$ cat src/rtl/lz_decoder.sv
// lz_decoder: rebuilds a one-hot data word from a leading-zero count behind a 2-entry skid buffer
module lz_decoder #(
  parameter int DATA_WIDTH    = 10,
  parameter int CNT_WIDTH     = $clog2(DATA_WIDTH + 1),
  parameter int ERR_CNT_WIDTH = 8
) (
  input  logic                     clk,
  input  logic                     rst,
  input  logic                     in_valid,
  output logic                     in_ready,
  input  logic [CNT_WIDTH-1:0]     cnt,
  output logic                     out_valid,
  input  logic                     out_ready,
  output logic [DATA_WIDTH-1:0]    data,
  output logic                     err,
  output logic [ERR_CNT_WIDTH-1:0] err_cnt
);
  typedef enum logic [1:0] {EMPTY, ONE, FULL} state_t;
  state_t state, state_nxt;
  logic [DATA_WIDTH-1:0] dec_data, tail_data;
  logic                  dec_err, tail_err;
  logic                  in_xfer, out_xfer;
  assign in_ready  = state != FULL;
  assign out_valid = state != EMPTY;
  assign in_xfer   = in_valid & in_ready;
  assign out_xfer  = out_valid & out_ready;
  assign dec_err   = cnt > CNT_WIDTH'(DATA_WIDTH);
  // Bit i is set when the count places the single one at position i; counts >= DATA_WIDTH give zero
  always_comb begin
    dec_data = '0;
    for (int i = 0; i < DATA_WIDTH; i++) dec_data[i] = cnt == CNT_WIDTH'(DATA_WIDTH - 1 - i);
  end
  // Buffer occupancy register
  always_ff @(posedge clk) begin
    if (rst) state <= EMPTY;
    else state <= state_nxt;
  end
  // Occupancy transitions; in and out together in ONE keeps the occupancy unchanged
  always_comb begin
    state_nxt = state;
    case (state)
      EMPTY:   state_nxt = in_xfer ? ONE : EMPTY;
      ONE:     state_nxt = (in_xfer && !out_xfer) ? FULL : ((!in_xfer && out_xfer) ? EMPTY : ONE);
      FULL:    state_nxt = out_xfer ? ONE : FULL;
      default: state_nxt = EMPTY;
    endcase
  end
  // Head entry drives the outputs directly; it is cleared when the buffer drains so data reads 0 when idle
  always_ff @(posedge clk) begin
    if (rst) begin
      data      <= '0;
      err       <= 1'b0;
      tail_data <= '0;
      tail_err  <= 1'b0;
      err_cnt   <= '0;
    end else begin
      if (in_xfer && (state == EMPTY || out_xfer)) begin
        data <= dec_data;
        err  <= dec_err;
      end else if (out_xfer) begin
        data <= state == FULL ? tail_data : '0;
        err  <= state == FULL ? tail_err : 1'b0;
      end
      if (in_xfer && state == ONE && !out_xfer) begin
        tail_data <= dec_data;
        tail_err  <= dec_err;
      end
      if (in_xfer && dec_err && err_cnt != '1) err_cnt <= err_cnt + 1'b1;
    end
  end
endmodule

$ cat config.mk
export PLATFORM = sky130hd
export DESIGN_NAME = lz_decoder
export DESIGN_NICKNAME = d
export VERILOG_FILES = /design/src/rtl/lz_decoder.sv
export SDC_FILE = /design/constraint.sdc
export NUM_CORES = 1
export LEC_CHECK = 0
export BUFFER_PORTS_ARGS = -buffer_cell sky130_fd_sc_hd__buf_2
export CORE_MARGIN = 10
export CORE_UTILIZATION = 35
export CTS_BUF_LIST = sky130_fd_sc_hd__clkbuf_4
export CTS_CLUSTER_SIZE = 14
export DETAILED_ROUTE_END_ITERATION = 8
export SLEW_MARGIN = 20
export SYNTH_ARGS = -nofsm -noshare
export SYNTH_HDL_FRONTEND = slang
export SYNTH_SLANG_ARGS = --single-unit
export TNS_END_PERCENT = 5
$ cat constraint.sdc
create_clock -name clk -period 1.8 [get_ports clk]
set_clock_uncertainty 0.2 [all_clocks]
set_input_delay 0.27 -clock clk [delete_from_list [all_inputs] [get_ports clk]]
set_output_delay 0.27 -clock clk [all_outputs]
set_load 0.1 [all_outputs]
# == Word level (Yosys, flattened, before mapping) ==
# Cells that the tools add are included.
# classes
addsub,1
reduce_logical,14
magnitude_cmp,1
shift,0
eq_ne,13
div_mod_pow,0
n_mux,11
bitwise,2
mul,0
# op_table
op,n
2-to-1 mux 10 bit,3
"equality test 4 x 3 -> 1 bit, second input constant",4
"adder 8 x 1 -> 8 bit, second input constant",1
"equality test 4 x 2 -> 1 bit, second input constant",2
"equality test 4 bit, second input constant",2
"inequality test 8 bit, second input constant",1
logical AND 1 bit,7
case mux 2 bit (3 select lines),1
2-to-1 mux 1 bit,5
"equality test 4 x 1 -> 1 bit, second input constant",1
"> comparator 4 bit, second input constant",1
logical NOT 4 bit,1
2-to-1 mux 2 bit,2
nonzero test 2 bit,2
AND 1 bit,2
"equality test 2 x 1 -> 1 bit, second input constant",1
"equality test 2 bit, second input constant",1
logical NOT 1 bit,2
logical NOT 2 bit,1
"inequality test 2 bit, second input constant",1
logical OR 1 bit,1
# totals
n_memories,0
latch_bits,0
word_cells,48
rom_bits,0
mem_bits_rw,0
ff_bits,32
out_inout_bits,21

# == Depth between registers and ports, before layout ==
# Gate-level depths: netlist of the first run.
# logic_depth
word_depth,7
mapped_depth,6
depth_no_buf,5

# == Worst setup path after synthesis of the first run ==
# No wires, ideal clock.
# synth_timing
path_kind,flip-flop to flip-flop
from,register err_cnt[0]
to,register err_cnt[6]
path_slack_ps,-698
n_path_buf,1
path_stages_with_launch,7
arrival_ps,2174
period_less_slack_ps,2498
cell_sequence,dfxtp_1 > ha_1 > nand3_1 > nor2_1 > clkbuf_1 > nor3_1 > mux2_1
# synth_between
elab_chain_len,2
elab_cells_between_ends,3
# synth_rtl
item,line,source
start: declaration,16,output logic [ERR_CNT_WIDTH-1:0] err_cnt
start signal: assignment,68,if (in_xfer && dec_err && err_cnt != '1) err_cnt <= err_cnt + 1'b1;
branches (longest 2 deep; another with adder 8 x 1 -> 8 bit),--,
# Parallel ways; which one is timed is not known.
# A chain may end at the register's enable or synchronous reset.

# == Worst setup path in the final report of the first run ==
# layout_timing
from,register state[1]
to,output port out_valid
# layout_between
elab_chain_len,1
# layout_rtl
item,line,source
start: declaration,19,"state_t state, state_nxt;"
start signal: assignment,36,else state <= state_nxt;
nonzero test 2 bit,24,assign out_valid = state != EMPTY;
end: declaration,12,"output logic out_valid,"
# No other way between the ends.

==> metrics.md, run 1 <==
| Metric | Value |
|---|---|
| Critical Path AT | `1310 ps` |
| Post-Syn Area | `0.00152 mm^2` |
| Final setup viols | `0` |
| Hold Path Origin | `out_ready` |
| Vias in the first global route | `1378` |
| CP required | `1330 ps` |
| PortBufs | `28` |
| Cell row count | `23` |
| Slew @ Worst Pin | `489 ps` |
| CP Max Fanout | `5` |
| DRT Pass-1 Iters | `4` |
| Final period utilization | `98.6%` |
| Die height | `85.9 um` |
| ANT cells | `0` |
| Ys Warns | `0` |
| Initial antenna violation count | `0` |
| Most frequent cells in the layout | `buf_2 (26), a21oi_1 (23), dfxtp_1 (22)` |
| Status | `finished, final reports clean` |
| Clk sink count | `32` |
| Slew headroom | `67.6%` |
| Layout cells sized above 1 | `32.4%` |
| Total power divided by cell area | `893 mW/mm^2` |
| Routed wire length | `3790 um` |
| GRT Util Overall | `10.4%` |
| Clk Latency, worst-skew pair | `350 ps` |
| Wire per inst | `14.1 um` |
| Sequential share of the synthesized area | `42.2%` |
| Cells on worst reg2reg path | `4` |
| Switching part of the total | `35.3%` |
| Comb pwr share | `25.4%` |
| Worst-path cell chain | `or2_4, buf_6, buf_12` |
| Vias/cell | `5.32` |
| Largest net degree at the start of global routing | `32` |
| First-pass GRT wire length | `6380 um` |
| RePlAce Congestion | `0.793` |
| Seq pwr share | `42.6%` |
| Starting DRT DRC Count | `84` |
| Remaining antenna violation count | `0` |
| XOR/XNOR Fraction of Synth Area | `0%` |
| Commonest non-fill, non-tap cell in the layout | `buf_2` |
| Final core occ | `47.8%` |
| Post-synthesis simple-gate area fraction | `28.5%` |
| Pwr Total | `1.74 mW` |
| Compound-cell area share of the yosys netlist | `22.5%` |
| Total core area | `0.00409 mm^2` |
| Maxcap violations | `0` |
| Worst path top cell family by delay | `flip-flops` |
| Grt total ovfl | `0` |
| Syn Area/Cell | `8.48 um^2` |
| Crit-path slowest cell | `dfxtp_4` |
| Final Critical Period | `1780 ps` |
| Slew Viols, Final | `0` |
| Synth Area in Adders | `0.824%` |
| CTS max path bufs | `2` |
| Crit path largest cell delay | `370 ps` |
| Via count | `1431` |
| Yosys reg bits | `32` |
| Initial core utilization | `37.1%` |
| CP Capture Type | `output pin` |
| Multiplexer share of the synthesized area | `0.742%` |
| IO Count | `29` |
| CTS tree | `yes` |
| Hold path endpoint | `state[1]` |
| CTS buffer count | `5` |
| Critical path startpoint category | `flip-flop` |
| Worst Hold Class | `in2reg` |
| Clock share of power | `31.9%` |
| RR Startpoint | `state[1]` |
| Synth Net Count | `188` |
| RSZ-0062 raised after global routing | `true` |
| Crit Path Class | `reg2out` |
| Die Wd | `85.9 um` |
| Final hold violations | `0` |
| Die area | `0.00737 mm^2` |
| Nets | `227` |
| Root buf cell | `clkbuf_4` |
| DRC Markers | `0` |
| Synth cell types | `35` |
| H-tree Lvls | `2` |
| Buf/Inv on CP | `2` |
| Net Sw Power | `0.615 mW` |
| FMAX | `563 MHz` |
| Worst R2R Setup Slack | `90 ps` |
| Internal power | `1.13 mW` |
| Area growth syn-to-layout | `28.7%` |
| Leakage | `0.749 nW` |
| Detail Placement HPWL | `2680 um` |
| Clock-pin slew of the registers on the worst-case setup and hold paths | `110 ps` |
| Post-Syn Instances | `179` |
| Maximum vdd drop | `0.388 mV` |
| Crit Reg-Reg Endpoint | `data[2]` |
| Main combinational cell family by area after synthesis | `simple AND/OR/NAND/NOR gates` |
| WHS Path Cells | `3` |
registers in the layout, summed over array words and instances (netlist names):
register	flops
err	1
err_cnt	8
state	2
data	10
tail_err	1
tail_data	10
worst max-delay path by stage:
stage,start,end,slack [ps],cells after the start
floorplan,err_cnt[0],err_cnt[6],-10,6
global placement,cnt[1],err_cnt[7],90,5
detailed placement,state[0],data[7],90,4
CTS,state[1],in_ready,7,3
global route,state[1],data[2],-30,4
finish,state[1],out_valid,20,3
power groups by stage:
stage	combinational (mW)	sequential (mW)	clock, mW
3_5_place_dp	0.438	0.761	0
6_report	0.444	0.744	0.557
4_1_cts	0.442	0.745	0.574
2_1_floorplan	0.160	0.939	0
5_1_grt	0.476	0.749	0.605
3_3_place_gp	0.439	0.760	0
worst min-delay path: cells and delay by family:
kind	cells	cell delay (ps)
buf+inv	2	220
simple gates	1	50
area by class of cell:
| class | count | area (um^2) |
|---|---|---|
| Fill cell | 428 | 2130 |
| Multi-Input combinational cell | 131 | 822 |
| Sequential cell | 32 | 676 |
| Timing Repair Buffer | 44 | 294 |
| Tap cell | 50 | 62.6 |
| Clock inverter | 3 | 41.3 |
| Clock buffer | 5 | 37.5 |
| Inverter | 4 | 20.0 |
cells by family (layout without fill, tap and decap cells):
group	Yosys count	in the layout
mux	1	1
compound gates	47	47
fa+ha+maj	1	1
simple gates	82	82
flops	32	32
buf+inv	16	56
what timing repair did:
item,CTS,global route
buffers inserted,0,1
hold buffers,0,0
hold endpoints to repair,0,0
resized for setup,3,7
setup endpoints to repair,2,20
pin swaps,0,2
Yosys cell counts:
| library cell | number | area (um^2) |
|---|---|---|
| a21oi_1 | 23 | 115 |
| o21ai_1 | 1 | 5.00 |
| nand4_1 | 2 | 12.5 |
| and2_1 | 3 | 18.8 |
| or4_1 | 4 | 30.0 |
| o21ai_0 | 3 | 15.0 |
| o41ai_1 | 1 | 8.76 |
| and3b_1 | 1 | 8.76 |
| inv_2 | 1 | 3.75 |
| o22a_1 | 1 | 8.76 |
| buf_1 | 1 | 3.75 |
| nor2_1 | 17 | 63.8 |
| or3_1 | 2 | 12.5 |
| or2_1 | 1 | 6.26 |
| o21a_1 | 1 | 7.51 |
| buf_2 | 3 | 15.0 |
| nor2b_1 | 5 | 31.3 |
| nand3b_1 | 1 | 7.51 |
| and3_1 | 2 | 12.5 |
| nand3_1 | 11 | 55.1 |
| a221oi_1 | 11 | 96.3 |
| or3b_1 | 1 | 8.76 |
| buf_6 | 2 | 22.5 |
| nand4b_4 | 1 | 23.8 |
| inv_1 | 3 | 11.3 |
| nor3b_1 | 1 | 7.51 |
| nor3_1 | 13 | 65.1 |
| nor2b_2 | 1 | 8.76 |
| ha_1 | 1 | 12.5 |
| o31ai_1 | 4 | 30.0 |
| clkbuf_1 | 6 | 22.5 |
| nand2_1 | 16 | 60.1 |
| mux2_1 | 1 | 11.3 |
| dfxtp_1 | 32 | 641 |
| a2111oi_4 | 2 | 55.1 |
metrics by stage:
stage	TNS (ps)	cell area [um^2]	setup slack, ps	hold slack (ps)	std cells
2_1_floorplan	-9.96	1560	-9.96	149	179
3_3_place_gp	0	1840	85.6	243	260
3_5_place_dp	0	1840	85.9	248	260
4_1_cts	0	1930	6.74	16.9	268
5_1_grt	-79.5	1950	-26.2	14.3	269
6_report	0	1950	24.4	14.5	269
metal layers:
metal	wire [um]	vias up	global-route usage, %
met2	1750	30	16.6
met4	68	0	4.94
met5	0	-	0
met3	259	7	3.78
li1	-	735	-
met1	1710	659	12.1
(Power assumes the default switching activity.)
==> inputs of run 2 (changes only) <==
==> constraint.sdc (replaced) <==
create_clock -name clk -period 1.8 [get_ports clk]
set_clock_uncertainty 0.2 [all_clocks]
set_input_delay 0.09 -clock clk [delete_from_list [all_inputs] [get_ports clk]]
set_output_delay 0.09 -clock clk [all_outputs]
set_load 0.1 [all_outputs]
==> run 2 against run 1 <==
Worst hold slack improved by 28 ps; register-to-register slack about the same; sequential cell count stayed put; setup slack better by 31 ps; global-route usage rose by 0.37 points; first-iteration DRC count grew 4.8%; die area did not move; final cell count rose by 1.1%; clock-buffer cell count up 2; largest cell class unchanged.
==> metrics.md, run 2 (synthesized netlist as in run 1, its figures left out) <==
| Metric | Value |
|---|---|
| CTS max path bufs | `2 (unchanged)` |
| Final hold violations | `0 (unchanged)` |
| Crit Path Class | `in2reg (was reg2out)` |
| GRT Util Overall | `10.8% (was 10.4%)` |
| Fillers | `420 (was 428)` |
| DRT Pass-1 Iters | `4 (unchanged)` |
| Nets | `231 (was 227)` |
| Final Critical Period | `1740 ps (was 1780 ps)` |
| Pwr Total | `1.61 mW (was 1.74 mW)` |
| Starting DRT DRC Count | `88 (was 84)` |
| Root buf cell | `clkbuf_4 (unchanged)` |
| DP Worst Slack | `3.79 ps (was 85.9 ps)` |
| Hold path endpoint | `err_cnt[5] (was state[1])` |
| WHS Path Cells | `4 (was 3)` |
| IO Count | `29 (unchanged)` |
| Most frequent cells in the layout | `buf_2 (27), a21oi_1 (22), dfxtp_1 (22) (was buf_2 (26), a21oi_1 (23), dfxtp_1 (22))` |
| Remaining antenna violation count | `0 (unchanged)` |
| H-tree Lvls | `2 (unchanged)` |
| Multi-input logic area | `857 um^2 (was 822 um^2)` |
| Status | `finished, final reports clean (unchanged)` |
| Die Wd | `85.9 um (unchanged)` |
| Clock-pin slew of the registers on the worst-case setup and hold paths | `90 ps (was 110 ps)` |
| Clk Latency, worst-skew pair | `330 ps (was 350 ps)` |
| CTS tree | `yes (unchanged)` |
| CP required | `1860 ps (was 1330 ps)` |
| Crit path largest cell delay | `540 ps (was 370 ps)` |
| Total power divided by cell area | `810 mW/mm^2 (was 893 mW/mm^2)` |
| Placed cell areas | `0.00182 mm^2 (was 0.00184 mm^2)` |
| Largest net degree at the start of global routing | `32 (unchanged)` |
| Grt total ovfl | `0 (unchanged)` |
| Vias in the first global route | `1345 (was 1378)` |
| PortBufs | `28 (unchanged)` |
| Clk sink count | `32 (unchanged)` |
| Wire per inst | `15.1 um (was 14.1 um)` |
| Area growth syn-to-layout | `30.8% (was 28.7%)` |
| Die height | `85.9 um (unchanged)` |
| Slew headroom | `67.5% (was 67.6%)` |
| Initial core utilization | `37.1% (unchanged)` |
| Leakage | `0.760 nW (was 0.749 nW)` |
| Slew @ Worst Pin | `491 ps (was 489 ps)` |
| FF+latch area | `671 um^2 (was 676 um^2)` |
| Maximum vdd drop | `0.280 mV (was 0.388 mV)` |
| Cells on worst reg2reg path | `4 (unchanged)` |
| Total core area | `0.00409 mm^2 (unchanged)` |
| Initial antenna violation count | `0 (unchanged)` |
| Crit Reg-Reg Endpoint | `data[9] (was data[2])` |
| RePlAce Congestion | `0.782 (was 0.793)` |
| Finished Cell Area | `0.00199 mm^2 (was 0.00195 mm^2)` |
| Hold Path Origin | `in_valid (was out_ready)` |
| Cell row count | `23 (unchanged)` |
| Slew Viols, Final | `0 (unchanged)` |
| FMAX | `573 MHz (was 563 MHz)` |
| Layout cells sized above 1 | `32.4% (about the same)` |
| ANT cells | `0 (unchanged)` |
| CP Max Fanout | `5 (unchanged)` |
| Top Registers | `data (10), tail_data (10), err_cnt (8) (unchanged)` |
| First-pass GRT wire length | `6580 um (was 6380 um)` |
| Worst-path cell chain | `dlygate4sd3_1, buf_2, a21oi_2, nand4b_2, or4_1, a21oi_1 (was or2_4, buf_6, buf_12)` |
| CTS buffer count | `5 (unchanged)` |
| Final setup viols | `0 (unchanged)` |
| Maxcap violations | `0 (unchanged)` |
| Via count | `1423 (was 1431)` |
| RSZ-0062 raised after global routing | `true (unchanged)` |
| Worst Hold Class | `in2reg (unchanged)` |
| Crit-path slowest cell | `dlygate4sd3_1 (was dfxtp_4)` |
| DRC Markers | `0 (unchanged)` |
| Vias/cell | `5.23 (was 5.32)` |
| CP Capture Type | `flip-flop (was output pin)` |
| Commonest non-fill, non-tap cell in the layout | `buf_2 (unchanged)` |
| Detail Placement HPWL | `2740 um (was 2680 um)` |
| Routed wire length | `4100 um (was 3790 um)` |
| RR Startpoint | `state[0] (was state[1])` |
| Setup ws final | `55.1 ps (was 24.4 ps)` |
| Die area | `0.00737 mm^2 (unchanged)` |
| Final period utilization | `96.9% (was 98.6%)` |
| Critical Path AT | `1810 ps (was 1310 ps)` |
| Critical path startpoint category | `input pin (was flip-flop)` |
| Worst R2R Setup Slack | `80 ps (was 90 ps)` |
==> run 2: worst max path at each step <==
stage / slack [ps] / from / end / cells past startpoint
floorplan: -10 / err_cnt[0] / err_cnt[6] / 6
global placement: 40 / state[0] / data[8] / 4
detailed placement: 4 / state[0] / data[8] / 4
CTS: 10 / state[0] / data[2] / 4
global route: -30 / state[0] / data[2] / 6
finish: 60 / cnt[0] / err_cnt[7] / 6
==> run 2: repair_timing <==
| item | 4_1_cts | 5_1_grt |
|---|---|---|
| gates cloned | 0 | 1 |
| gates resized for setup | 1 | 7 |
| pin swaps | 0 | 6 |
| hold buffers | 5 | 0 |
| setup endpoints to repair | 1 | 19 |
| setup buffers | 0 | 2 |
| hold endpoints to repair | 8 | 0 |
==> run 2: area by class of cell <==
type                       count  area share [%]
sequential                    32            33.8
tap                           50            3.15
timing repair buffer          47            16.3
inverter                       4            1.01
clock buffer                   7            2.65
multi-input combinational    132            43.2
==> run 2: per-stage QoR <==
step / util, % / instances / setup TNS (ps) / hold WS [ps]
2_1_floorplan: - / 179 / -9.96 / -30.7
3_3_place_gp: 44.5 / 257 / 0 / 156
3_5_place_dp: 44.5 / 257 / 0 / 162
4_1_cts: 47.2 / 269 / 0 / 30.1
5_1_grt: 48.6 / 272 / -61.2 / 52.2
6_report: 48.6 / 272 / 0 / 42.5
==> run 2: power breakdown <==
part           switching (mW)  internal (mW)
Clock                   0.223          0.177
Sequential             0.0183          0.728
Combinational           0.341          0.121
==> run 2: layer usage <==
metal  track usage [%]  part of all wire (%)
met2              17.0                    48
met3              4.26                   5.6
met1              13.3                    46
met4              2.69                  0.34
met5                 0                     0
==> run 2: critical path: cells and delay by family <==
family	cells	cell delay, ps
and+or+nand+nor	2	790
buffers and inverters	2	690
AOI/OAI and AO/OA	2	240
